===== src/rtl/pe_seq_pkg.sv =====
// pe_seq_pkg: shared state type, default widths and tile timing
// helper for the pe_array loop-nest sequencer.
package pe_seq_pkg;

  localparam int DIM_W_DEF  = 12;
  localparam int ADDR_W_DEF = 16;

  typedef enum logic [2:0] {
    IDLE,
    FEED,
    DRAIN,
    WRITE,
    DONE
  } seq_state_t;

  // Cycles between consecutive tile starts.
  function automatic int unsigned tile_period(
    input int unsigned k,
    input int unsigned lat
  );
    return k + 1 + lat;
  endfunction

endpackage


===== src/rtl/pe_array_seq_if.sv =====
// pe_array_seq_if: operand/result bundle between the sequencer
// (master) and the pe_array (slave).
interface pe_array_seq_if #(
  parameter int MAC_NUM = 4,
  parameter int BW_ACT  = 8,
  parameter int BW_WET  = 8
);

  logic                                  PE_mac_enable;
  logic                                  PE_clear_acc;
  logic signed [MAC_NUM-1:0][BW_ACT-1:0] PE_act_in;
  logic signed [BW_WET-1:0]              PE_wet_in;
  logic [7:0]                            PE_res_shift_num;
  logic signed [MAC_NUM-1:0][BW_ACT-1:0] PE_result_out;

  modport master (
    output PE_mac_enable,
    output PE_clear_acc,
    output PE_act_in,
    output PE_wet_in,
    output PE_res_shift_num,
    input  PE_result_out
  );

  modport slave (
    input  PE_mac_enable,
    input  PE_clear_acc,
    input  PE_act_in,
    input  PE_wet_in,
    input  PE_res_shift_num,
    output PE_result_out
  );

endinterface


===== src/rtl/pe_seq_addr_gen.sv =====
// pe_seq_addr_gen: i/j/m loop counters and running SRAM pointers
// (act = j*K+i, wet = i*W+m, oa = j*W+m) built from adds only.
module pe_seq_addr_gen
  import pe_seq_pkg::*;
#(
  parameter int DIM_W  = DIM_W_DEF,
  parameter int ADDR_W = ADDR_W_DEF
) (
  input  logic              clk,
  input  logic              reset_n,
  input  logic              init,
  input  logic              step,
  input  logic              tile_adv,
  input  logic [DIM_W-1:0]  k,
  input  logic [DIM_W-1:0]  h_tiles,
  input  logic [DIM_W-1:0]  w,
  output logic [ADDR_W-1:0] act_ptr,
  output logic [ADDR_W-1:0] wet_ptr,
  output logic [ADDR_W-1:0] oa_ptr,
  output logic              last_i,
  output logic              last_tile
);

  logic [DIM_W-1:0]  i, j, m;
  logic              last_j;
  logic [ADDR_W-1:0] w_a, m_a;

  assign last_i    = i == k - 1'b1;
  assign last_j    = j == h_tiles - 1'b1;
  assign last_tile = last_j && (m == w - 1'b1);
  assign w_a       = ADDR_W'(w);
  assign m_a       = ADDR_W'(m);

  always_ff @(posedge clk or negedge reset_n) begin
    if (!reset_n) begin
      i       <= '0;
      j       <= '0;
      m       <= '0;
      act_ptr <= '0;
      wet_ptr <= '0;
      oa_ptr  <= '0;
    end else if (init) begin
      i       <= '0;
      j       <= '0;
      m       <= '0;
      act_ptr <= '0;
      wet_ptr <= '0;
      oa_ptr  <= '0;
    end else begin
      // i wrap already points the read pointers at the next tile
      if (step) begin
        if (last_i) begin
          i       <= '0;
          act_ptr <= last_j ? '0 : act_ptr + 1'b1;
          wet_ptr <= last_j ? m_a + 1'b1 : m_a;
        end else begin
          i       <= i + 1'b1;
          act_ptr <= act_ptr + 1'b1;
          wet_ptr <= wet_ptr + w_a;
        end
      end
      if (tile_adv) begin
        if (last_j) begin
          j      <= '0;
          m      <= m + 1'b1;
          oa_ptr <= m_a + 1'b1;
        end else begin
          j      <= j + 1'b1;
          oa_ptr <= oa_ptr + w_a;
        end
      end
    end
  end

endmodule


===== src/rtl/pe_array_seq.sv =====
// pe_array_seq: loop-nest sequencer feeding pe_array from SRAMs.
// Optional PE_SEQ_PERF_EN adds a 32-bit busy-cycle counter.
module pe_array_seq
  import pe_seq_pkg::*;
#(
  parameter int MAC_NUM    = 4,
  parameter int BW_ACT     = 8,
  parameter int BW_WET     = 8,
  parameter int ADDR_W     = ADDR_W_DEF,
  parameter int DIM_W      = DIM_W_DEF,
  parameter int PE_RES_LAT = 2
) (
  input  logic                      clk,
  input  logic                      reset_n,
  input  logic                      start,
  input  logic [DIM_W-1:0]          cfg_k,
  input  logic [DIM_W-1:0]          cfg_h_tiles,
  input  logic [DIM_W-1:0]          cfg_w,
  input  logic [7:0]                cfg_shift,
  output logic                      busy,
  output logic                      done,
`ifdef PE_SEQ_PERF_EN
  output logic [31:0]               perf_cycles,
`endif
  output logic                      act_rd_en,
  output logic [ADDR_W-1:0]         act_rd_addr,
  input  logic [MAC_NUM*BW_ACT-1:0] act_rd_data,
  output logic                      wet_rd_en,
  output logic [ADDR_W-1:0]         wet_rd_addr,
  input  logic [BW_WET-1:0]         wet_rd_data,
  output logic                      oa_wr_en,
  output logic [ADDR_W-1:0]         oa_wr_addr,
  output logic [MAC_NUM*BW_ACT-1:0] oa_wr_data,
  pe_array_seq_if.master            pe
);

  seq_state_t        state, nstate;
  logic [DIM_W-1:0]  k_q, h_q, w_q;
  logic [7:0]        shift_q;
  logic [3:0]        dcnt;
  logic              mac_en, clr, done_q;
  logic              oa_en_q;
  logic [ADDR_W-1:0] oa_addr_q;
  logic [ADDR_W-1:0] act_ptr, wet_ptr, oa_ptr;
  logic              last_i, last_tile;
  logic              accept, zero_cfg, drain_end;

  assign accept    = (state == IDLE) && start;
  assign zero_cfg  = (cfg_k == '0) || (cfg_h_tiles == '0)
                  || (cfg_w == '0);
  assign drain_end = dcnt == 4'(PE_RES_LAT - 1);

  pe_seq_addr_gen #(
    .DIM_W  (DIM_W),
    .ADDR_W (ADDR_W)
  ) u_addr_gen (
    .clk       (clk),
    .reset_n   (reset_n),
    .init      (accept),
    .step      (state == FEED),
    .tile_adv  (state == WRITE),
    .k         (k_q),
    .h_tiles   (h_q),
    .w         (w_q),
    .act_ptr   (act_ptr),
    .wet_ptr   (wet_ptr),
    .oa_ptr    (oa_ptr),
    .last_i    (last_i),
    .last_tile (last_tile)
  );

  always_comb begin
    nstate = state;
    unique case (state)
      IDLE:    if (start) nstate = zero_cfg ? DONE : FEED;
      FEED:    if (last_i) nstate = DRAIN;
      DRAIN:   if (drain_end) nstate = WRITE;
      WRITE:   nstate = last_tile ? DONE : FEED;
      DONE:    nstate = IDLE;
      default: nstate = IDLE;
    endcase
  end

  always_ff @(posedge clk or negedge reset_n) begin
    if (!reset_n) begin
      state     <= IDLE;
      k_q       <= '0;
      h_q       <= '0;
      w_q       <= '0;
      shift_q   <= '0;
      dcnt      <= '0;
      mac_en    <= 1'b0;
      clr       <= 1'b1;
      done_q    <= 1'b0;
      oa_en_q   <= 1'b0;
      oa_addr_q <= '0;
    end else begin
      state <= nstate;
      if (accept) begin
        k_q     <= cfg_k;
        h_q     <= cfg_h_tiles;
        w_q     <= cfg_w;
        shift_q <= cfg_shift;
      end
      dcnt    <= (state == DRAIN) ? dcnt + 1'b1 : '0;
      // read data lands one cycle after FEED, so operands trail it
      mac_en  <= state == FEED;
      clr     <= state != FEED;
      done_q  <= state == DONE;
      oa_en_q <= state == WRITE;
      if (state == WRITE) oa_addr_q <= oa_ptr;
    end
  end

  assign busy        = state != IDLE;
  assign done        = done_q;
  assign act_rd_en   = state == FEED;
  assign wet_rd_en   = state == FEED;
  assign act_rd_addr = act_ptr;
  assign wet_rd_addr = wet_ptr;
  assign oa_wr_en    = oa_en_q;
  assign oa_wr_addr  = oa_addr_q;
  assign oa_wr_data  = oa_en_q ? pe.PE_result_out : '0;

  assign pe.PE_mac_enable    = mac_en;
  assign pe.PE_clear_acc     = clr;
  assign pe.PE_act_in        = mac_en ? act_rd_data : '0;
  assign pe.PE_wet_in        = mac_en ? wet_rd_data : '0;
  assign pe.PE_res_shift_num = shift_q;

`ifdef PE_SEQ_PERF_EN
  logic [31:0] perf_q;

  always_ff @(posedge clk or negedge reset_n) begin
    if (!reset_n)    perf_q <= '0;
    else if (accept) perf_q <= '0;
    else if (busy)   perf_q <= perf_q + 1'b1;
  end

  assign perf_cycles = perf_q;
`endif

endmodule


===== src/flat_wrapper.sv =====
// flat-port wrapper written by rule: the top's interface ports become plain ports
module pe_array_seq_flat import pe_seq_pkg::*;
#(
  parameter int MAC_NUM    = 4,
  parameter int BW_ACT     = 8,
  parameter int BW_WET     = 8,
  parameter int ADDR_W     = ADDR_W_DEF,
  parameter int DIM_W      = DIM_W_DEF,
  parameter int PE_RES_LAT = 2
)
  (clk, reset_n, start, cfg_k, cfg_h_tiles, cfg_w, cfg_shift, busy, done, act_rd_en, act_rd_addr, act_rd_data, wet_rd_en, wet_rd_addr, wet_rd_data, oa_wr_en, oa_wr_addr, oa_wr_data, pe_PE_mac_enable, pe_PE_clear_acc, pe_PE_act_in, pe_PE_wet_in, pe_PE_res_shift_num, pe_PE_result_out);
  pe_array_seq_if #(.MAC_NUM(MAC_NUM), .BW_ACT(BW_ACT), .BW_WET(BW_WET)) pe_i ();
  input  logic clk;
  input  logic reset_n;
  input  logic start;
  input  logic [DIM_W-1:0] cfg_k;
  input  logic [DIM_W-1:0] cfg_h_tiles;
  input  logic [DIM_W-1:0] cfg_w;
  input  logic [7:0] cfg_shift;
  output logic busy;
  output logic done;
  output logic act_rd_en;
  output logic [ADDR_W-1:0] act_rd_addr;
  input  logic [MAC_NUM*BW_ACT-1:0] act_rd_data;
  output logic wet_rd_en;
  output logic [ADDR_W-1:0] wet_rd_addr;
  input  logic [BW_WET-1:0] wet_rd_data;
  output logic oa_wr_en;
  output logic [ADDR_W-1:0] oa_wr_addr;
  output logic [MAC_NUM*BW_ACT-1:0] oa_wr_data;
  output wire logic [$bits(pe_i.PE_mac_enable)-1:0] pe_PE_mac_enable;
  output wire logic [$bits(pe_i.PE_clear_acc)-1:0] pe_PE_clear_acc;
  output wire logic [$bits(pe_i.PE_act_in)-1:0] pe_PE_act_in;
  output wire logic [$bits(pe_i.PE_wet_in)-1:0] pe_PE_wet_in;
  output wire logic [$bits(pe_i.PE_res_shift_num)-1:0] pe_PE_res_shift_num;
  input wire logic [$bits(pe_i.PE_result_out)-1:0] pe_PE_result_out;
  assign pe_PE_mac_enable = pe_i.PE_mac_enable;
  assign pe_PE_clear_acc = pe_i.PE_clear_acc;
  assign pe_PE_act_in = pe_i.PE_act_in;
  assign pe_PE_wet_in = pe_i.PE_wet_in;
  assign pe_PE_res_shift_num = pe_i.PE_res_shift_num;
  assign pe_i.PE_result_out = pe_PE_result_out;
  pe_array_seq #(.MAC_NUM(MAC_NUM), .BW_ACT(BW_ACT), .BW_WET(BW_WET), .ADDR_W(ADDR_W), .DIM_W(DIM_W), .PE_RES_LAT(PE_RES_LAT)) u_core (.clk(clk), .reset_n(reset_n), .start(start), .cfg_k(cfg_k), .cfg_h_tiles(cfg_h_tiles), .cfg_w(cfg_w), .cfg_shift(cfg_shift), .busy(busy), .done(done), .act_rd_en(act_rd_en), .act_rd_addr(act_rd_addr), .act_rd_data(act_rd_data), .wet_rd_en(wet_rd_en), .wet_rd_addr(wet_rd_addr), .wet_rd_data(wet_rd_data), .oa_wr_en(oa_wr_en), .oa_wr_addr(oa_wr_addr), .oa_wr_data(oa_wr_data), .pe(pe_i));
endmodule

===== config.mk =====
export PLATFORM = sky130hd
export DESIGN_NAME = pe_array_seq_flat
export DESIGN_NICKNAME = d
export VERILOG_FILES = /design/src/rtl/pe_seq_pkg.sv /design/src/rtl/pe_array_seq_if.sv /design/src/rtl/pe_seq_addr_gen.sv /design/src/rtl/pe_array_seq.sv /design/src/flat_wrapper.sv
export SDC_FILE = /design/constraint.sdc
export NUM_CORES = 1
export LEC_CHECK = 0
export ABC_CLOCK_PERIOD_IN_PS = 3360
export CORE_ASPECT_RATIO = 1.4
export CORE_UTILIZATION = 25
export CTS_CLUSTER_DIAMETER = 30
export DETAILED_ROUTE_END_ITERATION = 10
export GPL_ROUTABILITY_DRIVEN = 0
export PLACE_DENSITY = 0.53
export SLEW_MARGIN = 20
export SYNTH_ARGS = -nofsm -noshare
export SYNTH_HDL_FRONTEND = slang
export SYNTH_SLANG_ARGS = --single-unit

===== constraint.sdc =====
create_clock -name clk -period 3.36 [get_ports clk]
set_clock_uncertainty 0.2 [all_clocks]
set_input_delay 0.336 -clock clk [delete_from_list [all_inputs] [get_ports clk]]
set_output_delay 0.336 -clock clk [all_outputs]
set_load 0.01 [all_outputs]

After elaboration in Yosys (flattened, before gate mapping)
Cells that the tools add are included.
Word-level totals
  register bits after elaboration: 155
  output and inout bits: 135
  word-level logic and storage cells: 84
Cells by class
  add/subtract/negate cells: 11
  eq/ne operators: 12
  mux-type cells: 30
  reduce and logical (&&, ||, !) cells: 14
Operators with widths (count)
  16-bit 2-to-1 mux: 11
  12-bit 2-to-1 mux: 9
  32-bit 2-to-1 mux: 2
  12-bit by 1-bit adder with 12-bit output, second input constant: 3
  12-bit equality test: 3
  12-bit logical NOT: 3
  12-bit by 1-bit subtractor with 12-bit output, second input constant: 3
  16-bit by 12-bit adder with 16-bit output: 2
  16-bit by 1-bit adder with 16-bit output, second input constant: 1
  3-bit 2-to-1 mux: 5
  12-bit by 1-bit adder with 13-bit output, second input constant: 1
  3-bit case mux with 4 select lines: 1
  8-bit 2-to-1 mux: 1
  3-bit by 2-bit equality test with 1-bit output, second input constant: 2
  2-bit nonzero test: 3
  4-bit by 1-bit adder with 4-bit output, second input constant: 1
  4-bit by 1-bit equality test with 1-bit output, second input constant: 1
  4-bit 2-to-1 mux: 1
  2-bit by 1-bit inequality test with 1-bit output, second input constant: 2
  3-bit by 1-bit equality test with 1-bit output, second input constant: 1
  3-bit equality test, second input constant: 1
  3-bit logical NOT: 1
  3-bit by 1-bit inequality test with 1-bit output, second input constant: 1
  3-bit AND reduction: 1
  5 further kinds: 7

Logic depth before layout (Yosys ltp)
  depth after elaboration: 6
  mapped depth: 11
  depth with buffers taken out: 9

Hierarchy
From an unflattened synthesis, not the netlist that was laid out.
Unflattened totals
  cell total of the unflattened synthesis: 1147
  area, all modules: 10366.2 µm²
By module, submodules not included
  pe_seq_addr_gen: instances 1, cells an instance 845, area an instance 7056.8 µm², seq. area each 2102.0 µm²
  pe_array_seq: instances 1, cells an instance 302, area an instance 3309.4 µm², seq. area each 1778.0 µm²

Least setup slack after synthesis
Ideal clock, no wire load.
  kind: register to register
  start: register u_core.h_q[0]
  end: register u_core.u_addr_gen.wet_ptr[0]
  library setup time: 0.128 ns
  arrival time: 2.685 ns
  required time: 3.032 ns
  setup slack: 0.347 ns
  cell stages (with the launch flop): 12
  buffers on the path: 2
  period minus slack after synthesis: 3.013 ns
  cells stage by stage: dfrtp_1 > inv_1 > ha_1 > or4b_1 > or4_1 > and3_1 > o211ai_2 > buf_2 > buf_2 > nor3_1 > nor3b_1 > o21ai_0
Between the ends
  word-level cells in the longest chain between the ends: 6
Ends and longest elaborated chain
  start, declared: line pe_array_seq.sv:38  | logic [DIM_W-1:0] k_q, h_q, w_q;
  start signal, assigned: line pe_array_seq.sv:101  | h_q <= cfg_h_tiles;
  12-bit by 1-bit subtractor with 12-bit output: line pe_seq_addr_gen.sv:29  | assign last_j = j == h_tiles - 1'b1;
  12-bit equality test: line pe_seq_addr_gen.sv:29
  16-bit 2-to-1 mux: line pe_seq_addr_gen.sv:55  | wet_ptr <= last_j ? m_a + 1'b1 : m_a;
  16-bit 2-to-1 mux: line pe_seq_addr_gen.sv:52  | if (last_i) begin
  16-bit 2-to-1 mux: line pe_seq_addr_gen.sv:51  | if (step) begin
  16-bit 2-to-1 mux: line pe_seq_addr_gen.sv:42  | end else if (init) begin
  end signal, assigned: line pe_seq_addr_gen.sv:55
  end signal, assigned: line pe_seq_addr_gen.sv:59  | wet_ptr <= wet_ptr + w_a;
  end, declared: line pe_seq_addr_gen.sv:18  | output logic [ADDR_W-1:0] wet_ptr,
Every way passes these cells. The select of a mux whose other input is x is not followed.
A chain may end at the register's enable or synchronous reset.

Worst setup path in the final report
  start: register u_core.h_q[1]
  end: register u_core.u_addr_gen.act_ptr[15]
Between the ends
  word-level cells in the longest chain between the ends: 6
Ends and longest elaborated chain
  12-bit by 1-bit subtractor with 12-bit output: line pe_seq_addr_gen.sv:29
  12-bit equality test: line pe_seq_addr_gen.sv:29
  16-bit 2-to-1 mux: line pe_seq_addr_gen.sv:54  | act_ptr <= last_j ? '0 : act_ptr + 1'b1;
  16-bit 2-to-1 mux: line pe_seq_addr_gen.sv:52
  16-bit 2-to-1 mux: line pe_seq_addr_gen.sv:51
  16-bit 2-to-1 mux: line pe_seq_addr_gen.sv:42
  end signal, assigned: line pe_seq_addr_gen.sv:54
  end signal, assigned: line pe_seq_addr_gen.sv:58  | act_ptr <= act_ptr + 1'b1;
  end, declared: line pe_seq_addr_gen.sv:17  | output logic [ADDR_W-1:0] act_ptr,
Every way passes these cells. The select of a mux whose other input is x is not followed.

==> results.ini <==
[status]
status = completed

[cts]
cts_sinks = 155
root_buffer = clkbuf_16
clkTransAtPathRegs_ns = 0.06
cts_inserted_buffers = 17
clkLatencyLatePin_ns = 0.45
post_cts_buffers = 0
htreeDepth = 4
cts_max_path_buffers = 2
tritoncts = yes

[yosys]
synth_nets = 1339
synthMuxAreaShare = 0.00821
synth-simple-area-share = 0.274
synth_fa_ha_area_frac = 0.0450
synth_edf_count = 0
synthDistinctLibCells = 71
yosys.area.top_type = dfrtp_1
synth_compound_area_frac = 0.157
yosysSeqAreaShare = 0.386
synth.most_common_cell = nand2_1
synth_ff_type = dfrtp_1
synthArstFlopShare = 1.00
synth_top_family_by_area = simple AND/OR/NAND/NOR gates
synth-seq-cells = 155
yosysWarnings = 0
synth.top_cells.by_area = dfrtp_1 38%, nand2_1 8.8%, xnor2_1 5.5%
synthCells = 1185
syn_area_per_cell_um2 = 8.49
syn_area_um2 = 10100
yosysTopAreaCellShare = 0.383
synthXorXnorAreaFrac = 0.0879
ys_top_cells_by_count = 235 x nand2_1, 154 x dfrtp_1, 78 x and2_1

[timing]
fin_crit_sh = 0.956
hold_viol_final = 0
worstMarginPinSlew_ns = 0.810
fmax_mhz = 311
slew_viol_final = 0
hold_ws_ns = 0.221
rsz0062_at_grt = no
setup_viol = 0
relSlewSlack = 0.460
layout_min_cycle_time_ns = 3.21
fin_setup_tns_ns = 0

[critical_path]
cp_cell_sequence = inv_1 -> ha_1 -> or4b_4 -> or4_1 -> and3_1 -> o211ai_2 -> nor2_1 -> buf_4 -> buf_4 -> a2111oi_2 -> a221o_1
crit_type = reg -> reg
r2r_slack_ns = 0.15
cp.required_ns = 3.54
cp_slowest_cell = or4b_4
crit_family = simple AND/OR/NAND/NOR gates
path_buf_inv = 3
timing.rr.start = u_core.h_q[1]$_DFFE_PN0P_
cp_slowest_stage_delay_ns = 0.49
rr_worst_depth = 11
crit_top_cell = buf_4
crit_fanout = 16
worstSetupStartpointType = flop
rr_endpoint = u_core.u_addr_gen.act_ptr[15]$_DFFE_PN0P_
cp-end-kind = flop
arrival_ns = 3.39

[detailed_routing]
num_vias = 9584
wl_per_cell_um = 16.6
drcViolationCount = 0
drt_iter0_drc = 460
viasPerCell = 4.84
drt_pass1_iterations = 5
ant_nets = 0
drt-total-wl_um = 32800

[die]
die_y_um = 239
core_area_um2 = 39500
io_pins = 254
die_area_um2 = 41100
fp-row-count = 86
start_util = 0.255
die_w_um = 172

[grt]
grt_usage = 0.164
grt-ovfl-total = 0
grt_pass1_wl_um = 52300
grt_max_degree = 77
grt_pass1_vias = 9559
grt_antenna_before_repair = 0

[power_and_ir_drop]
ir_worst_vdd_uv = 455
leakage_nw = 5.95
p_per_area_nw_per_um2 = 736

[hold_path]
hold_depth = 3
hp-class = in -> reg
hold_path_end = u_core.pe.PE_res_shift_num[5]$_DFFE_PN0P_
hold_start = cfg_shift[5]

[cells_and_area]
drive_above_1_share = 0.0771
area_growth_pct = 40.0
nets = 1594
stdcell_count = 1980
n_antenna_cell = 0

[placed_design]
dpl.cell_count = 1948
place_hpwl_um = 24800
port_buffers = 253

[flow_run]
drv_cap = 0

==> worst max-delay path by stage <==
stage	start	endpoint	slack (ns)	depth (start not counted)
after global routing	u_core.h_q[1]$_DFFE_PN0P_	u_core.u_addr_gen.act_ptr[15]$_DFFE_PN0P_	0.004	11
after CTS	u_core.h_q[1]$_DFFE_PN0P_	u_core.u_addr_gen.act_ptr[15]$_DFFE_PN0P_	0.03	11
final	u_core.h_q[1]$_DFFE_PN0P_	u_core.u_addr_gen.act_ptr[15]$_DFFE_PN0P_	0.15	11
after global placement	u_core.k_q[3]$_DFFE_PN0P_	u_core.u_addr_gen.wet_ptr[2]$_DFFE_PN0P_	0.04	8
after floorplan	u_core.h_q[0]$_DFFE_PN0P_	u_core.u_addr_gen.wet_ptr[0]$_DFFE_PN0P_	0.35	11
after detailed placement	u_core.h_q[1]$_DFFE_PN0P_	u_core.u_addr_gen.act_ptr[15]$_DFFE_PN0P_	0.03	11
==> tightest hold or removal path, cell delays in order <==
cell             delay (ns)
clkdlybuf4s50_1        0.40
nand2_1                0.05
nand2_1                0.04
==> registers in the layout, summed over array words and instances (netlist names) <==
signal and flops:
u_core.oa_wr_addr 16, u_core.oa_wr_en 1, u_core.u_addr_gen.wet_ptr 16, u_core.h_q 12
u_core.state 3, u_core.w_q 12, u_core.dcnt 4, u_core.done 1
u_core.u_addr_gen.m 12, u_core.pe.PE_res_shift_num 8, u_core.pe.PE_mac_enable 1, u_core.u_addr_gen.j 12
u_core.u_addr_gen.i 12, u_core.u_addr_gen.act_ptr 16, u_core.u_addr_gen.oa_ptr 16, u_core.pe.PE_clear_acc 1
u_core.k_q 12
==> where the power goes <==
part / internal (W) / switching, W / leakage, nW / total (W)
combinational: 0.00251 / 0.00264 / 3.59 / 0.00515
clock: 0.00134 / 0.000839 / 0.317 / 0.00218
sequential: 0.00237 / 0.000662 / 2.04 / 0.00303
==> layer usage <==
layer / vias up / track usage / part of all wire
met2: 305 / 0.301 / 0.52
met4: 0 / 0.0476 / 0.015
met3: 29 / 0.0347 / 0.063
met5: - / 0 / 0
met1: 4610 / 0.187 / 0.40
li1: 4640 / - / -
==> layout make-up <==
type | instances | area [µm²]
clock buffers | 18 | 439
fillers | 4071 | 25400
multi-input cells | 926 | 5800
well taps | 528 | 661
flip-flops and latches | 155 | 3880
repair buffers | 304 | 2960
clock inverters | 13 | 215
inverters | 36 | 135
==> logic make-up after synthesis <==
| family | count (synthesis) |
|---|---|
| buf+inv | 104 |
| compound gates | 229 |
| simple gates | 553 |
| flops | 155 |
| mux | 8 |
| xor+xnor | 101 |
| fa+ha+maj | 35 |
==> stage by stage <==
| step | power (W) | util | setup WS (ns) | area [µm²] |
|---|---|---|---|---|
| global route | 0.0111 | 0.357 | 0.00445 | 14100 |
| floorplan | 0.00609 | - | 0.347 | 10100 |
| global placement | 0.00813 | 0.339 | 0.0432 | 13400 |
| finish | 0.0104 | 0.357 | 0.147 | 14100 |
| CTS | 0.0105 | 0.356 | 0.0331 | 14100 |
| detailed placement | 0.00821 | 0.339 | 0.0253 | 13400 |
==> what timing repair did <==
item,4_1_cts,5_1_grt
pin swaps,0,1
hold buffers,1,0
resized for setup,1,9
endpoints found under the hold margin,73,0
endpoints found under the setup margin,1,17
==> cell usage in the layout (no fill, tap or decap), drive strengths merged, types with 18 or more instances in the layout <==
master,synthesis,layout
a21oi,31,31
and2,78,78
and3,21,21
buf,19,51
clkbuf,49,18
clkdlybuf4s50,0,252
dfrtp,154,154
ha,33,33
inv,34,37
nand2,235,235
nand3,50,50
nor2,52,52
nor3,29,29
nor4,29,29
o21ai,60,60
xnor2,63,63
xor2,38,38
(Power assumes the default switching activity.)
==> RTL edit, RTL diff (same settings) <==
Register the output `oa_wr_data`, without a reset; this adds one clock of latency there. The other outputs are not delayed to match.
--- a/src/rtl/pe_array_seq.sv
+++ b/src/rtl/pe_array_seq.sv
@@ -120,7 +120,9 @@
   assign wet_rd_addr = wet_ptr;
   assign oa_wr_en    = oa_en_q;
   assign oa_wr_addr  = oa_addr_q;
-  assign oa_wr_data  = oa_en_q ? pe.PE_result_out : '0;
+  always_ff @(posedge clk) begin
+    oa_wr_data <= oa_en_q ? pe.PE_result_out : '0;
+  end
 
   assign pe.PE_mac_enable    = mac_en;
   assign pe.PE_clear_acc     = clr;
Check against the original RTL: not equivalent (a bounded check fails within 10 cycles, from zero or initial values and one cycle with reset_n low).
==> RTL edit against the unedited design <==
  * Core utilization is 0.83 points lower
  * Clock power decreased by 8%
  * Via count decreased by 1.4%
  * Power rose by 8.1%
  * Setup slack worse by 0.073 ns
  * Design area grew 2.1%
  * Synthesized area up 4.2%
  * Sequential cell count up 32
  * Maximum frequency decreased by 2.2%
  * Routed wire length down 1.4%
  * First-iteration DRC count grew 8.7%
  * Largest cell class unchanged
  * Largest power group unchanged
==> RTL edit: results (changes against the unedited design) <==
Global route
  • M1 GR Usage: 16.64% (-2.0 points)
  • Met3 GRT Util: 2.752% (-0.72 points)
  • Number of global-route vias before repair: 9,176 (-4.0%)
  • Largest net degree at the start of global routing: 68 (-12%)
  • GR Layer Usage met2: 28.49% (-1.6 points)
  • First-pass GRT wire length: 50,700 µm (-3.1%)
  • GRT Util Overall: 15.16% (-1.2 points)

Logic synthesis
  • Post-synth cell types: 68 (-4.2%)
  • Synth Area in Adders: 4.320% (-0.18 points)
  • Synthesized flop and latch total: 187 (+21%)
  • Compound-Gate Fraction of Synth Area: 14.93% (-0.77 points)
  • Synth area leaders: dfrtp_1 37%, nand2_1 8.6%, dfxtp_1 6.1%
  • Post-synthesis mux area share: 1.086% (+0.27 points)
  • Seq/Total Area, Yosys: 43.11% (+4.5 points)
  • Post-Syn Nets: 1,365 (+1.9%)
  • Synth top cells by count: 241 x nand2_1, 154 x dfrtp_1, 93 x o21ai_0
  • Mean Syn Cell Area: 8.658 µm² (+2.0%)

Layout
  • Clk tree area frac: 3.879% (-0.77 points)
  • Nets: 1,612 (+1.1%)
  • P&R area growth vs syn: 37.22%
  • FF/Latch Area: 0.004521 mm² (+17%)
  • Multi-input gates: 934 (+0.86%)
  • Footprint of the multi-input gates: 0.005638 mm² (-2.8%)
  • Invs w/o clock: 23 (-36%)
  • Non-clock buffer count in the final layout: 295 (-3.0%)
  • Final instance area: 0.01439 mm² (+2.1%)

Power and ir drop
  • Static Leak: 6.104 nW (+2.6%)
  • Seq group: 3.87 mW (+28%)
  • Final Power: 11.20 mW (+8.1%)
  • Peak VDD IR: 0.0004427 V (-2.6%)
  • Internal power: 6.643 mW (+6.7%)
  • Comb pwr: 5.33 mW (+3%)

Place
  • Placed Cells: 1,977 (+1.5%)
  • Hpwl dp: 24,460 µm (-1.4%)
  • Worst slack, placed: -0.01746 ns (-0.04281 ns)

Route
  • Wl on met1: 12,820 µm (-2.4%)
  • WL met2: 17,500 µm (+2.3%)
  • Drt initial violations: 500 (+8.7%)
  • First drt pass iteration count: 8 (+3)
  • Met3 routed WL: 1326 µm (-36%)
  • WL final: 32,360 µm (-1.4%)
  • Average wire per standard cell: 16.09 µm (-2.9%)
  • Via density: 4.701 (-2.9%)

Setup path
  • Worst R2R Start: u_core.k_q[0]
  • Crit path max-delay cell type: or4_4
  • CP peak stage delay: 0.55 ns (+0.06 ns)
  • CP max FO: 17 (+1)

Outcome
  • Status: complete, no violations

Worst hold path
  • Hold_sp: cfg_shift[2]

STA
  • Final setup margin: 0.07379 ns (-0.07307 ns)
RTL edit: changes by cell type in the layout (fill, tap and decap cells not counted), moves of 11 or more:
cell and delta:
xnor2_1 -16, o21ai_0 +34, dfxtp_1 +32, buf_4 -11, inv_1 -12, xor2_1 +11
RTL edit: path summary, 6_finish.rpt:
kind / end / slack (ns) / depth (start not counted)
max: u_core.u_addr_gen.wet_ptr[12] / 0.07 / 8
min: u_core.pe.PE_res_shift_num[2] / 0.21 / 3
max reg2reg: u_core.u_addr_gen.wet_ptr[12] / 0.07 / 8
min reg2reg: u_core.oa_wr_addr[9] / 0.28 / 2
max in group asynchronous: u_core.oa_wr_addr[9] / 1.96 / 3
min in group asynchronous: u_core.h_q[4] / 0.25 / 2
RTL edit: what timing repair did:
item,4_1_cts,5_1_grt
setup buffers,0,1
hold buffers,1,0
endpoints found under the setup margin,10,33
pin swaps,1,3
resized for setup,2,7
hold endpoints to repair,60,0
